**src/rtl/if_fetch.sv**
```systemverilog
// if_fetch: instruction-fetch request stage; owns the fetch PC, issues sram-like
// requests, resolves redirects and hands fetched instructions to the IW stage.
module if_fetch #(
   parameter logic [31:0] RESET_PC = 32'h1C000000
) (
   input  logic        clk,
   input  logic        rst_n,
   input  logic        out_ready,
   output logic        out_valid,
   input  logic        ex_flush,
   input  logic        ertn_flush,
   input  logic        tlb_flush,
   input  logic [31:0] ex_entry,
   input  logic [31:0] era,
   input  logic [31:0] refetch_pc,
   input  logic        br_taken,
   input  logic [31:0] br_target,
   output logic        inst_sram_req,
   output logic [31:0] inst_sram_addr,
   input  logic        addr_ok,
   input  logic        data_ok,
   input  logic [31:0] rdata,
   input  logic        iw_pending,
   output logic [31:0] PC_out,
   output logic [31:0] inst_out,
   output logic        inst_valid_out,
   output logic        discard_out,
   output logic        has_exception_out,
   output logic [5:0]  ecode_out,
   output logic [8:0]  esubcode_out
);
   typedef enum logic [1:0] {S_IDLE, S_REQ, S_ISSUED, S_EXC} state_t;
   state_t      state;
   logic [31:0] pc, inst_buf, target, pc_next;
   logic        inst_valid, flush_any, capture, handoff;
   assign flush_any = ex_flush | ertn_flush | tlb_flush | br_taken;
   assign target = ex_flush ? ex_entry : ertn_flush ? era : tlb_flush ? refetch_pc : br_target;
   assign pc_next = pc + 32'd4;
   assign capture = state == S_ISSUED && data_ok && !iw_pending && !inst_valid;
   assign handoff = (state == S_ISSUED || state == S_EXC) && out_ready;
   assign inst_sram_req = state == S_REQ && !flush_any;
   // pc holds RESET_PC during reset, but the outputs must read 0 until release
   assign inst_sram_addr = rst_n ? pc : 32'd0;
   assign PC_out = rst_n ? pc : 32'd0;
   assign out_valid = (state == S_ISSUED || state == S_EXC) && !flush_any;
   assign discard_out = flush_any && ((state == S_REQ && inst_sram_req && addr_ok) ||
                        (state == S_ISSUED && !inst_valid && !(data_ok && !iw_pending)));
   assign inst_out = inst_buf;
   assign inst_valid_out = inst_valid;
   assign has_exception_out = state == S_EXC;
   assign ecode_out = has_exception_out ? 6'h08 : 6'h00;
   assign esubcode_out = 9'h0;
   // a misaligned PC enters S_EXC with inst_valid set and inst_buf zero
   always_ff @(posedge clk or negedge rst_n) begin
      if (!rst_n) begin
         state      <= S_IDLE;
         pc         <= RESET_PC;
         inst_buf   <= '0;
         inst_valid <= 1'b0;
      end else if (state == S_IDLE) begin
         state      <= |RESET_PC[1:0] ? S_EXC : S_REQ;
         inst_valid <= |RESET_PC[1:0];
      end else if (flush_any) begin
         pc         <= target;
         state      <= |target[1:0] ? S_EXC : S_REQ;
         inst_buf   <= '0;
         inst_valid <= |target[1:0];
      end else if (handoff) begin
         pc         <= pc_next;
         state      <= |pc_next[1:0] ? S_EXC : S_REQ;
         inst_buf   <= '0;
         inst_valid <= |pc_next[1:0];
      end else if (state == S_REQ && addr_ok) begin
         state <= S_ISSUED;
      end else if (capture) begin
         inst_buf   <= rdata;
         inst_valid <= 1'b1;
      end
   end
endmodule

```
**config.mk**
```make
export PLATFORM = sky130hd
export DESIGN_NAME = if_fetch
export DESIGN_NICKNAME = d
export VERILOG_FILES = /design/src/rtl/if_fetch.sv
export SDC_FILE = /design/constraint.sdc
export NUM_CORES = 1
export LEC_CHECK = 0
export CORE_ASPECT_RATIO = 1.75
export CORE_MARGIN = 1.5
export CORE_UTILIZATION = 40
export CTS_CLUSTER_DIAMETER = 120
export DETAILED_ROUTE_END_ITERATION = 8
export GPL_TIMING_DRIVEN = 0
export PLACE_DENSITY = 0.92
export SETUP_SLACK_MARGIN = 0.4
export SLEW_MARGIN = 25
export SYNTH_ARGS = -nofsm -noshare
export SYNTH_HDL_FRONTEND = slang
export SYNTH_SLANG_ARGS = --single-unit
```
**constraint.sdc**
```tcl
create_clock -name clk -period 6.73 [get_ports clk]
set_clock_uncertainty 0.1 [all_clocks]
set_input_delay 0.673 -clock clk [delete_from_list [all_inputs] [get_ports clk]]
set_output_delay 0.673 -clock clk [all_outputs]
set_load 0.005 [all_outputs]
```
# Word-level counts from Yosys, hierarchy flattened
# Cells that the tools add are included.
# Widths: inputs -> output; s select.
totals:
  reg_bits: 67
  in_bits: 170
  out_inout_bits: 116
  elab_cells: 65
op_classes:
  add_sub_neg: 1
  n_eq_ne: 5
  muxes: 22
  bitwise: 4
  n_reduce_logical: 29
ops:
  columns: ["op", "count"]
  rows:
  - ["$mux 32", 10]
  - ["$add 32x3->32 const B", 1]
  - ["$logic_and 1x1->1", 13]
  - ["$mux 2", 6]
  - ["$reduce_bool 4->1", 2]
  - ["$mux 1", 5]
  - ["$eq 2x2->1 const B", 2]
  - ["$logic_not 1->1", 4]
  - ["$mux 4", 1]
  - ["$ne 4x4->1 const B", 1]
  - ["$reduce_and 2->1", 2]
  - ["$reduce_or 2->1", 2]
  - ["$ne 3x3->1 const B", 1]
  - ["$or 1x1->1", 3]
  - ["$reduce_and 3->1", 1]
  - ["$reduce_bool 3->1", 1]
  - ["$eq 2x1->1 const B", 1]
  - ["$logic_not 2->1", 1]
  - ["$logic_or 1x1->1", 2]
  - ["$reduce_bool 2->1", 1]
  - ["$not 1->1", 1]

# Longest topological paths before layout
logic_depth:
  depth_word: 9
  depth_mapped: 9
  mapped_depth_nobuf: 6

# Least setup slack after synthesis
# OpenSTA, ideal clock, no wires.
synth_path:
  path_kind: "input-to-output"
  start: "in tlb_flush"
  end: "out inst_sram_req"
  arrival_time_ps: 1879
  required_time_ps: 5957
  path_slack_ps: 4078
  path_stages: 5
  n_path_buf: 3
  path_cell_list: "buf_6 -> or4_4 -> buf_6 -> clkbuf_1 -> nor3b_1"
synth_between:
  elab_chain_cells: 4
synth_lines:
  columns: ["element", "line_no", "text"]
  rows:
  - ["start, declared", "12", "input logic tlb_flush,"]
  - ["$or 1x1->1 (2 in series)", "36", "assign flush_any = ex_flush | ertn_flush | tlb_flush | br_taken;"]
  - ["$logic_not 1->1", "41", "assign inst_sram_req = state == S_REQ && !flush_any;"]
  - ["$logic_and 1x1->1", "41", null]
  - ["end, declared", "18", "output logic inst_sram_req,"]
# No other way between the ends.

# Worst setup path after layout
layout_path:
  start: "in br_taken"
  end: "out out_valid"
layout_between:
  elab_chain_cells: 3
layout_lines:
  columns: ["element", "line_no", "text"]
  rows:
  - ["start, declared", "16", "input logic br_taken,"]
  - ["$or 1x1->1", "36", null]
  - ["$logic_not 1->1", "45", "assign out_valid = (state == S_ISSUED || state == S_EXC) && !flush_any;"]
  - ["$logic_and 1x1->1", "45", null]
  - ["end, declared", "9", "output logic out_valid,"]
# No other way between the ends.

==> impl_results.md <==
* Outcome: finished clean
* Die ar. at 13900 µm²
* Final hold violation count at 0
* RSZ-0062 raised after global routing: false
* Register area at 1680 µm²
* Hold WC Path Type: input port to asynchronous set/reset pin
* Placer Congestion at 1.02
* Max Fclk at 258 MHz
* DRC at 0
* I/O Buffers at 267
* Post-Layout Cell Count at 1095
* Most common cell after layout, fill and taps aside: clkdlybuf4s50_1
* Top-Level Pins at 286
* Cts hold-fix bufs at 0
* Largest net degree at the start of global routing at 38
* Pins over their slew limit at 0
* CTS tree: done
* Syn-to-layout area delta at 61.5%
* Clock Latency Late Sink at 0.34 ns
* Clock transition at path regs at 0.06 ns
* CP arrival at 3.11 ns
* Initial Util at 40.8%
* Core area at 12900 µm²
* Max clock buf depth at 2
* Endpoints failing setup at 0
* Detailed-router iteration count before antenna repair at 6
* Synth Register Bits at 67
* Critical Path RT at 5.96 ns
* Area of the multi-input gates at 2920 µm²
* WL final at 19800 µm
* FF-to-FF setup slack at 4.22 ns
* DR vias at 5962
* Critical Path Sink Type: output pin
* Post-Place Cells at 1079
* Most frequent cells in the layout: clkdlybuf4s50_1 (266), nand2_1 (74), dfrtp_1 (64)
* Post-synthesis instance total at 627
* Post-Syn Area at 5260 µm²
* Post-CTS setup buffers at 0
* Worst Reg2Reg Path Length in Cells at 6
* Seq/Total Area, Yosys at 32.0%
* Worst slew margin at 42.8%
* Share of post-route cells with drive strength above 1 at 12.9%
* Setup_tns at 0 ns
* First-pass GRT wire length at 29800 µm
* Predominant post-synthesis flop cell: dfrtp_1
* Setup CP Type: input port to output pin
* Worst Slack Setup Final at 2.85 ns
* Post-DP HPWL at 16100 µm
* Post-layout net count at 1090
* Iter 0 DRT Violations at 401
* Place WS at 2.90 ns
* Worst setup SP type: input port
* Ant. Diodes at 0
* Worst Tran Pin Value at 0.837 ns
* DIE HEIGHT at 155 µm
* P_leak at 3.63 nW
* Root buf cell: clkbuf_16
* Yosys warns at 0
* CTS H-tree lvls at 3
* Routed vias/inst at 5.44
* Clk sinks at 67
* Antenna viol nets, final at 0
* Vias in the first global route at 5999
* Crit-path max FO at 10
* R2R Path End: pc[20]
* Initial antenna violation count at 0
* Routed len/inst at 18.0 µm
* CTS Buf Count at 9
* RR Startpoint: pc[2]
* Core Rows at 55
* Layout Utilization at 66.0%
* DIE WIDTH at 89.6 µm
* Asr flop ratio synth at 100%
* Syn Area/Cell at 8.38 µm²
* Tot GR Track Use at 28.3%
* VDD IR-drop max at 96.5 µV
* Fill cells at 1072
* Fin crit period at 3.88 ns
* Max Cap Violations at 0
* Period utilization at 57.6%
* Post-CTS sizing at 0
* Total grt overflow at 0
* Power Dens Cells at 153 nW/µm²
* Distinct cells, synth at 64
* EDFF count, synth at 0
-- cell families after synthesis --
| kind of cell | count (synthesis) | share of synthesized area (%) |
|---|---|---|
| AOI/OAI and AO/OA | 138 | 16.9 |
| adders and majority gates | 1 | 0.238 |
| buffers and inverters | 128 | 13.4 |
| DFF | 67 | 32.0 |
| muxes | 81 | 15.9 |
| other | 1 | 0.0714 |
| and+or+nand+nor | 211 | 21.5 |
-- cell usage after synthesis, types with 3 or more instances --
cell | count | share of area (%)
a32oi_1 | 3 | 0.50
dfstp_2 | 3 | 1.5
nor2b_1 | 5 | 0.60
nor2_1 | 24 | 1.7
inv_1 | 38 | 2.7
o211ai_1 | 3 | 0.43
clkbuf_1 | 24 | 1.7
o31ai_1 | 4 | 0.57
mux2_2 | 21 | 4.5
mux2i_1 | 60 | 11
and3_1 | 7 | 0.83
buf_6 | 3 | 0.64
o21ai_0 | 34 | 3.2
nand4_1 | 7 | 0.83
nand3_1 | 21 | 2.0
o21ai_1 | 9 | 0.86
buf_4 | 49 | 7.0
buf_2 | 13 | 1.2
a21oi_1 | 35 | 3.3
nand2_1 | 74 | 5.3
nor3_1 | 11 | 1.0
and2_1 | 38 | 4.5
dfrtp_1 | 64 | 30
a221oi_1 | 4 | 0.67
a31oi_1 | 4 | 0.48
nor3b_1 | 3 | 0.43
nor4_1 | 3 | 0.36
o22a_1 | 4 | 0.67
or3_1 | 3 | 0.36
a22oi_1 | 7 | 1.0
a311oi_1 | 4 | 0.67
o311ai_1 | 5 | 0.83
-- critical path: stages --
cell,delay (ns)
clkdlybuf4s50_1,0.49
nor4_2,0.58
buf_2,0.35
buf_2,0.31
and2_1,0.17
clkdlybuf4s50_1,0.52
-- metal layers --
layer,track usage [%],vias to the layer above,wire length [µm]
li1,-,2739,-
met1,27.4,2750,6390
met2,53.4,398,10900
met3,5.50,75,1490
met4,15.5,0,963
met5,0,-,0
-- stage by stage --
step                cell area [µm²]  power [mW]  hold slack [ns]
detailed placement             8210       0.858            0.408
global route                   8490        1.35            0.225
CTS                            8490        1.30            0.207
global placement               8190       0.849            0.404
finish                         8490        1.30            0.195
floorplan                      5300       0.628            0.277
-- worst max path at each step --
| stage | start | endpoint | slack, ns | cells after the start |
|---|---|---|---|---|
| detailed placement | br_taken | out_valid | 2.90 | 6 |
| global placement | rst_n | inst_sram_addr[18] | 1.24 | 5 |
| floorplan | tlb_flush | inst_sram_req | 4.08 | 5 |
| global route | br_taken | out_valid | 2.78 | 6 |
| finish | br_taken | out_valid | 2.85 | 6 |
| CTS | br_taken | out_valid | 2.92 | 6 |
-- power by group --
part	internal, mW	switching [mW]
registers	0.430	0.0399
clock network	0.251	0.190
logic	0.237	0.149
-- cell type report --
class                           count  share of cell area [%]
Multi-Input combinational cell    445                    34.4
Clock buffer                        9                    2.65
Tap cell                          171                    2.52
Clock inverter                      7                   0.634
Buffer                             90                    6.60
Sequential cell                    67                    19.8
Timing Repair Buffer              268                    31.7
Inverter                           38                    1.68
-- sequential cells by signal, summed over array words and instances (netlist names) --
register	cells
inst_out	32
pc	32
state	2
inst_valid_out	1
Power figures use the tool's default switching activity.
